<file path="src/rtl/sa_rr_packet_arbiter_3port.sv">
// sa_rr_packet_arbiter_3port: per-output round-robin switch allocator with wormhole lock
module sa_rr_packet_arbiter_3port #(
  parameter int LOCK_MAX = 16,
  parameter int CNT_W    = 8
) (
  input  logic       clk,
  input  logic       rst,
  input  logic [2:0] req_valid_i,
  input  logic [5:0] req_dst_i,
  input  logic [2:0] req_last_i,
  input  logic [2:0] out_full_i,
  output logic [2:0] gnt_o,
  output logic [5:0] out_sel_o,
  output logic [2:0] out_valid_o,
  output logic [2:0] lock_o,
  output logic [2:0] err_o
);
  typedef enum logic {IDLE, LOCKED} st_t;
  logic [2:0] w_gv [3];
  function automatic logic [1:0] nxt(input logic [1:0] p);
    return (p == 2'd2) ? 2'd0 : p + 2'd1;
  endfunction
  for (genvar g = 0; g < 3; g++) begin : g_out
    st_t              r_st, w_st;
    logic [1:0]       r_owner, w_owner, r_ptr, w_ptr, w_win, w_idx;
    logic [CNT_W-1:0] r_cnt, w_cnt;
    logic             r_err, w_err, w_has, w_xfer;
    logic [2:0]       w_cand;
    always_comb
      for (int i = 0; i < 3; i++) w_cand[i] = req_valid_i[i] && (req_dst_i[2*i+:2] == 2'(g));
    // While locked only the owner can win; otherwise scan from the RR pointer
    always_comb begin
      w_has   = 1'b0;
      w_win   = r_owner;
      w_idx   = r_ptr;
      if (r_st == LOCKED) w_has = w_cand[r_owner];
      else
        for (int k = 0; k < 3; k++) begin
          if (!w_has && w_cand[w_idx]) begin
            w_has = 1'b1;
            w_win = w_idx;
          end
          w_idx = nxt(w_idx);
        end
      w_xfer  = w_has && !out_full_i[g] && !rst;
      w_st    = r_st;
      w_owner = r_owner;
      w_ptr   = r_ptr;
      w_cnt   = r_cnt;
      w_err   = r_err;
      if (w_xfer && r_st == IDLE) begin
        w_ptr = nxt(w_win);
        if (!req_last_i[w_win]) begin
          w_st    = LOCKED;
          w_owner = w_win;
          w_cnt   = CNT_W'(1);
        end
      end else if (w_xfer) begin
        w_cnt = r_cnt + CNT_W'(1);
        if (req_last_i[w_win] || w_cnt == CNT_W'(LOCK_MAX)) begin
          w_st  = IDLE;
          w_cnt = '0;
          w_err = r_err | !req_last_i[w_win];
        end
      end
    end
    always_ff @(posedge clk)
      if (rst) begin
        r_st    <= IDLE;
        r_owner <= '0;
        r_ptr   <= '0;
        r_cnt   <= '0;
        r_err   <= 1'b0;
      end else begin
        r_st    <= w_st;
        r_owner <= w_owner;
        r_ptr   <= w_ptr;
        r_cnt   <= w_cnt;
        r_err   <= w_err;
      end
    assign out_sel_o[2*g+:2] = w_xfer ? w_win : 2'b11;
    assign out_valid_o[g]    = w_xfer;
    assign lock_o[g]         = (r_st == LOCKED);
    assign err_o[g]          = r_err;
    assign w_gv[g]           = w_xfer ? 3'(3'b001 << w_win) : 3'b000;
  end
  assign gnt_o = w_gv[0] | w_gv[1] | w_gv[2];
endmodule

</file>
<file path="config.mk">
export PLATFORM = sky130hd
export DESIGN_NAME = sa_rr_packet_arbiter_3port
export DESIGN_NICKNAME = d
export VERILOG_FILES = /design/src/rtl/sa_rr_packet_arbiter_3port.sv
export SDC_FILE = /design/constraint.sdc
export NUM_CORES = 1
export LEC_CHECK = 0
export CAP_MARGIN = 20
export CORE_UTILIZATION = 30
export CTS_CLUSTER_DIAMETER = 150
export CTS_CLUSTER_SIZE = 30
export DETAILED_ROUTE_END_ITERATION = 10
export DONT_BUFFER_PORTS = 1
export PLACE_DENSITY_LB_ADDON = 0.05
export SKIP_LAST_GASP = 1
export SLEW_MARGIN = 10
export SYNTH_ARGS = -nofsm -noshare
export SYNTH_HDL_FRONTEND = slang
export SYNTH_SLANG_ARGS = --single-unit
</file>
<file path="constraint.sdc">
create_clock -name clk -period 4.2 [get_ports clk]
set_input_delay 1.26 -clock clk [delete_from_list [all_inputs] [get_ports clk]]
set_output_delay 1.26 -clock clk [all_outputs]
set_load 0.02 [all_outputs]
</file>
==> impl_metrics.csv <==
group,metric,value,unit
grt,grt_overflow,0,
final_layout,final_cell_mix,"42 x dfxtp_1, 34 x buf_4, 33 x nor2_1, 25 x nand2_1, 22 x a21oi_1",
run_status,status,"finished clean",
pwr,p_per_area,254,nW/um2
die,io_pins,35,
sta,fin_hold_ws,0.513,ns
final_layout,syn_to_final_growth,15.9,%
sta,finalSetupTns,0,ns
cts,root_buffer,"clkbuf_8",
worst_setup_path,cp_slowest_stage_delay,0.38,ns
worst_setup_path,crit_chain,"nor3b_1, nand3_1, a311oi_2, o21ai_2, o32a_1, o21ai_1, buf_4",
worst_setup_path,start_kind,"primary input",
worst_setup_path,cp.required,2.94,ns
drt,num_vias,2881,
drt,ant_nets,0,
logic_synthesis,synth_nets,392,
grt,grt_pass1_vias,2557,
cts,cts.sinks,42,
drt,viasPerCell,5.44,
hold_path,hp-class,"flip-flop to flip-flop",
cts,clock_latency,0.30,ns
grt,grt_max_degree,36,
pwr,ir_worst_vdd,0.000131,V
final_layout,seq_area,841,um2
die,coreArea,9730,um2
sta,rsz0062_at_grt,"true",
worst_setup_path,r2r_cells,8,
worst_setup_path,critPathMaxFanout,8,
placed_design,portBuffers,0,
sta,slew_viol_final,0,
final_layout,drive_gt1_share,19.4,%
logic_synthesis,async_flop_share,0,%
drt,first_pass_iters,4,
final_layout,fillers,1040,
cts,cts_tree,"yes",
worst_setup_path,reg2reg_slack,1.50,ns
die,rows,36,
drt,routed_wl,8.31,mm
logic_synthesis,synth-seq-cells,42,
worst_setup_path,timing_worst_setup_path_type,"primary input to primary output",
worst_setup_path,crit_path_start,"req_dst_i[4]",
worst_setup_path,cp.arrival,2.91,ns
cts,htree_levels,2,
logic_synthesis,synth-edff-count,0,
sta,fin_crit,4.17,ns
sta,hold_viol,0,
grt,antenna_found_initial,0,
logic_synthesis,synth_area,3000,um2
final_layout,num-nets-final,417,
placed_design,place_congestion,0.786,
sta,fin_skew,0.00965,ns
logic_synthesis,synth.yosys.warnings,0,
drt,dr.first_iter.drc_count,114,
worst_setup_path,reg2reg_from,"g_out[0].r_cnt[0]$_SDFFE_PP0P_",
placed_design,dpl_cell_area,3300,um2
die,start_util,30.9,%
sta,min_period_over_period,99.2,%
final_layout,diodes,0,
cts,clockBufferDepth,2,
sta,setup_violations,0,
grt,track_usage,16.2,%
sta,worst_pin_slew,1.01,ns
worst_setup_path,critPathSlowestCell,"o32a_1",
logic_synthesis,ys.flop_type,"dfxtp_1",
die,fp.dieW,102,um
logic_synthesis,avgSynthCellArea,8.09,um2
die,die_area,10400,um2
cts,path_clk_slew,0.09,ns
final_layout,layout_commonest_cell,"dfxtp_1",
sta,fmax,240,MHz
sta,slew_headroom,31.6,%
die,die_h,102,um
logic_synthesis,yosysSeqAreaShare,28.0,%
grt,grt_first_pass_wirelength,13.3,mm
pwr,p_leak,1.26,nW
hold_path,hp-start,"g_out[2].r_cnt[7]$_SDFFE_PP0P_",
final_layout,multiInputGateArea,2040,um2
drt,drc,0,
logic_synthesis,yosysUniqueCellTypes,80,
job,max-cap-violations,0,
worst_setup_path,cp-end-kind,"primary output",
placed_design,hpwl,6.19,mm
final_layout,final_area,3480,um2
final_layout,final_util,35.8,%
logic_synthesis,synthCells,371,
cts,cts_buffers,5,
worst_setup_path,cp-endpoint,"gnt_o[1]",
drt,wl_per_cell,15.7,um
cts,ctsHoldBuffers,0,
worst_setup_path,r2r-end,"g_out[0].r_cnt[1]$_SDFFE_PP0P_",
[synthesized netlist by cell type (all sizes together) (5+ instances only)]
cell / n / area [um2]
buf: 11 / 80.1
and2: 8 / 51.3
a21oi: 23 / 119
nand3: 16 / 80.1
and3: 9 / 61.3
a211oi: 8 / 72.6
o21ai: 20 / 104
clkbuf: 6 / 22.5
a21o: 9 / 67.6
nor3b: 7 / 52.6
nand2: 25 / 93.8
a211o: 6 / 52.6
nand3b: 7 / 56.3
or2: 6 / 37.5
nor4b: 5 / 50.0
dfxtp: 42 / 841
nor2: 34 / 130
o211ai: 5 / 42.5
nor3: 10 / 71.3
inv: 18 / 67.6
nand2b: 11 / 68.8
[critical path, delay by kind of cell]
| family | cells | cell delay (ns) |
|---|---|---|
| and+or+nand+nor | 2 | 0.54 |
| AOI/OAI and AO/OA | 4 | 0.95 |
| buffers and inverters | 1 | 0.15 |
[layout make-up]
type / count / share of cell area, %
multi-input cells: 294 / 58.5
flip-flops and latches: 42 / 24.2
repair buffers: 35 / 7.48
well taps: 133 / 4.78
clock buffers: 6 / 2.08
inverters: 18 / 1.94
clock inverters: 2 / 1.08
[power breakdown]
| group | leakage [nW] | total [mW] | internal, mW | switching, mW |
|---|---|---|---|---|
| logic | 0.874 | 0.133 | 0.0598 | 0.0730 |
| registers | 0.339 | 0.417 | 0.404 | 0.0128 |
| clock network | 0.0514 | 0.333 | 0.178 | 0.155 |
[state kept, by name, indices dropped and copies added (netlist names)]
name	flops
g_out.r_cnt	24
g_out.r_err	3
g_out.r_owner	6
g_out.r_ptr	6
g_out.r_st	3
[stage by stage]
stage	power [mW]	setup WS, ns	instances
2_1_floorplan	0.519	0.0664	371
3_3_place_gp	0.554	-0.136	517
3_5_place_dp	0.552	-0.0493	517
4_1_cts	0.893	0.0246	526
5_1_grt	0.931	-0.0760	530
6_report	0.882	0.0341	530
[worst min-delay path by stage]
stage | to | slack (ns) | depth (start not counted)
2_1_floorplan | g_out[1].r_err$_SDFFE_PP0P_ | 0.44 | 2
3_3_place_gp | g_out[2].r_cnt[7]$_SDFFE_PP0P_ | 0.48 | 1
3_5_place_dp | g_out[2].r_cnt[7]$_SDFFE_PP0P_ | 0.49 | 1
4_1_cts | g_out[2].r_cnt[7]$_SDFFE_PP0P_ | 0.51 | 1
5_1_grt | g_out[2].r_cnt[7]$_SDFFE_PP0P_ | 0.53 | 1
6_report | g_out[2].r_cnt[7]$_SDFFE_PP0P_ | 0.51 | 1
[cell families (layout without fill, tap and decap cells)]
| group | count (synthesis) | after routing | share of synthesized area (%) |
|---|---|---|---|
| fa+ha+maj | 4 | 4 | 1.67 |
| compound gates | 120 | 120 | 29.7 |
| flops | 42 | 42 | 28.0 |
| simple gates | 160 | 160 | 31.7 |
| mux | 5 | 5 | 1.83 |
| buf+inv | 35 | 61 | 5.67 |
| xor+xnor | 5 | 5 | 1.46 |
[what timing repair did]
action | in CTS | in global routing
pin swaps | 1 | 3
endpoints found under the setup margin | 1 | 5
buffers inserted | 1 | 3
hold endpoints to repair | 0 | 0
resized for setup | 1 | 7
[per-layer routing]
layer | share of wire [%] | track usage [%] | wire (um) | up-vias
met5 | 0 | 0 | 0 | -
met4 | 1.8 | 4.95 | 148 | 0
met1 | 51 | 22.8 | 4200 | 1361
met2 | 44 | 25.0 | 3640 | 52
met3 | 3.8 | 3.01 | 312 | 14
li1 | - | - | - | 1454
Note: power is estimated with default switching activity, not from simulation.
==> variant, RTL diff (same flow settings) <==
Put one more register stage on the output `err_o`, with the module's reset. The value now appears one clock later. The other outputs are not delayed to match.
--- a/src/rtl/sa_rr_packet_arbiter_3port.sv
+++ b/src/rtl/sa_rr_packet_arbiter_3port.sv
@@ -17,4 +17,6 @@
 );
   typedef enum logic {IDLE, LOCKED} st_t;
+
+  logic [2:0] err_d;
   logic [2:0] w_gv [3];
   function automatic logic [1:0] nxt(input logic [1:0] p);
@@ -82,8 +84,16 @@
     assign out_valid_o[g]    = w_xfer;
     assign lock_o[g]         = (r_st == LOCKED);
-    assign err_o[g]          = r_err;
+    assign err_d[g]          = r_err;
     assign w_gv[g]           = w_xfer ? 3'(3'b001 << w_win) : 3'b000;
   end
   assign gnt_o = w_gv[0] | w_gv[1] | w_gv[2];
+  always_ff @(posedge clk) begin
+    if (rst) begin
+      err_o <= '0;
+    end else begin
+      err_o <= err_d;
+    end
+  end
+
 endmodule
 
Function: no difference found for any inputs over 4 cycles, from zero or initial values and one cycle with rst high; that may be too few to reach the edited logic, so the function may still have changed.
==> variant against the unedited design <==
- wire length about the same
- global-route usage decreased by 0.058 points
- largest power group unchanged
- synthesized area about the same
- critical endpoint is now gnt_o[2]
- setup slack improved by 0.049 ns
- power increased by 1.2%
- final area increased by 1.9%
- sequential cell count increased by 3
- critical path type unchanged
- highest routed layer unchanged
- non-clock buffer count increased by 9
==> variant: results (changes against the unedited design) <==
- Detail-routed via count per cell: 5.36 (-1.4%)
- Gpl congestion: 0.775 (-1.5%)
- IO buf count: 0 (unchanged)
- Gate Count Post-Synth: 388 (+4.6%)
- Distinct cells, synth: 64 (-20%)
- Clock skew: 0.0125 ns (+0.00283 ns)
- CTS buffer count: 5 (unchanged)
- Worst Path Max Fanout: 5 (-3)
- Largest net degree at the start of global routing: 40 (+11%)
- Drt wl/cell: 15.0 um (-4.4%)
- Slew headroom: 39.2% (+7.6 points)
- Detailed placement HPWL: 6050 um (-2.3%)
- Post-synth net total: 409 (+4.3%)
- Main area contributors after synthesis: dfxtp_1 (30%), o21ai_0 (4.7%), nand2_1 (3.9%)
- First-pass GRT wire length: 13,300 um (+0.16%)
- Status: finished clean
- Placed cells: 542 (+4.8%)
- Register area share after synthesis: 30.0% (+2.0 points)
- Pleak: 1.27 nW (+0.24%)
- Antenna fix cells: 0 (unchanged)
- CP delay by family, top: simple AND/OR/NAND/NOR gates
- CP arrival: 2.86 ns (-0.05 ns)
- Final wirelength: 8310 um (about the same)
- Clock Path Buffers: 2 (unchanged)
- Clock slew seen by the registers of the worst setup and hold paths: 0.09 ns (about the same)
- Tot GR Track Use: 16.1% (-0.058 points)
- Worst Setup End Kind: output port
- Number of max-cap violations: 0 (unchanged)
- DRT iter0 DRCs: 141 (+24%)
- Largest stage delay, worst path: 0.44 ns (+0.06 ns)
- Vias in the first global route: 2,650 (+3.6%)
- CTS root buffer: clkbuf_8
- Worst IR Drop VDD: 0.000142 V (+8.4%)
- Main flop type after synthesis: dfxtp_1
- Final nets: 442 (+6.0%)
- CP max stage cell: a2111o_1
- Top cells by count, synth: dfxtp_1 (45), nand2_1 (31), nor2_1 (28), o21ai_0 (28), a21oi_1 (23)
- Share of layout cells above drive strength 1: 17.5% (-1.9 points)
- Initial antenna violation count: 0 (unchanged)
- Tightest Hold Check Type: register to register
[variant: cell families after synthesis]
logic type                 synth area share, %
and+or+nand+nor                           30.5
AOI/OAI and AO/OA                         28.6
DFF                                       30.0
buffers and inverters                     5.08
muxes                                     3.08
xor gates and xnor gates                  1.17
adders and majority gates                 1.67
[variant: final cells by class]
type	count	area, sq um	share of cell area, %
multi-input combinational	309	2000	56.3
sequential	45	901	25.4
timing repair buffer	44	334	9.41
tap	133	166	4.69
clock buffer	5	68.8	1.94
inverter	16	60.1	1.69
clock inverter	3	21.3	0.599
[variant: repair_timing]
| action | CTS | global route |
|---|---|---|
| setup endpoints to repair | 1 | 4 |
| resized for setup | 0 | 10 |
| hold buffers | 0 | 0 |
| buffers inserted | 3 | 2 |
| pin swaps | 1 | 3 |
[variant: worst register-to-register path, stage by stage (launching register included)]
cell       delay [ns]
dfxtp_1          0.65
clkinv_1         0.16
buf_4            0.19
a32oi_1          0.16
o221ai_1         0.18
buf_4            0.19
mux2i_1          0.13
o2bb2ai_1        0.57
nor2_2           0.20
and3_1           0.22
a221o_1          0.24
[variant: routing by layer]
metal / vias to the layer above / part of all wire (%) / track usage, %
met3: 4 / 2.2 / 2.74
met5: - / 0 / 0
met1: 1411 / 50 / 22.2
met4: 0 / 0.57 / 3.30
li1: 1526 / - / -
met2: 35 / 47 / 26.5
[variant: power breakdown]
part | switching, mW | internal [mW] | total, mW | leakage [nW]
Combinational | 0.0907 | 0.0709 | 0.162 | 0.860
Sequential | 0.0130 | 0.433 | 0.446 | 0.363
Clock | 0.166 | 0.119 | 0.285 | 0.0445
[variant: worst paths after layout]
check,startpoint,end,slack (ns),cells after the start
worst max register to register,g_out[0].r_st,g_out[0].r_cnt[7],1.23,10
worst max-delay path,req_dst_i[2],gnt_o[2],0.08,7
worst min register to register,g_out[2].r_err,err_o[2],0.46,2
worst min-delay path,g_out[2].r_err,err_o[2],0.46,2
[variant: stage by stage]
step                      area [sq um]  power [mW]  hold slack [ns]  setup WS (ns)
final                             3550       0.893            0.457         0.0831
after detailed placement          3390       0.611            0.442        -0.0237
after global routing              3550       0.945            0.484         0.0150
after CTS                         3500       0.904            0.455         0.0141
after global placement            3390       0.614            0.431        -0.0609
after floorplan                   3020       0.565            0.416       -0.00303
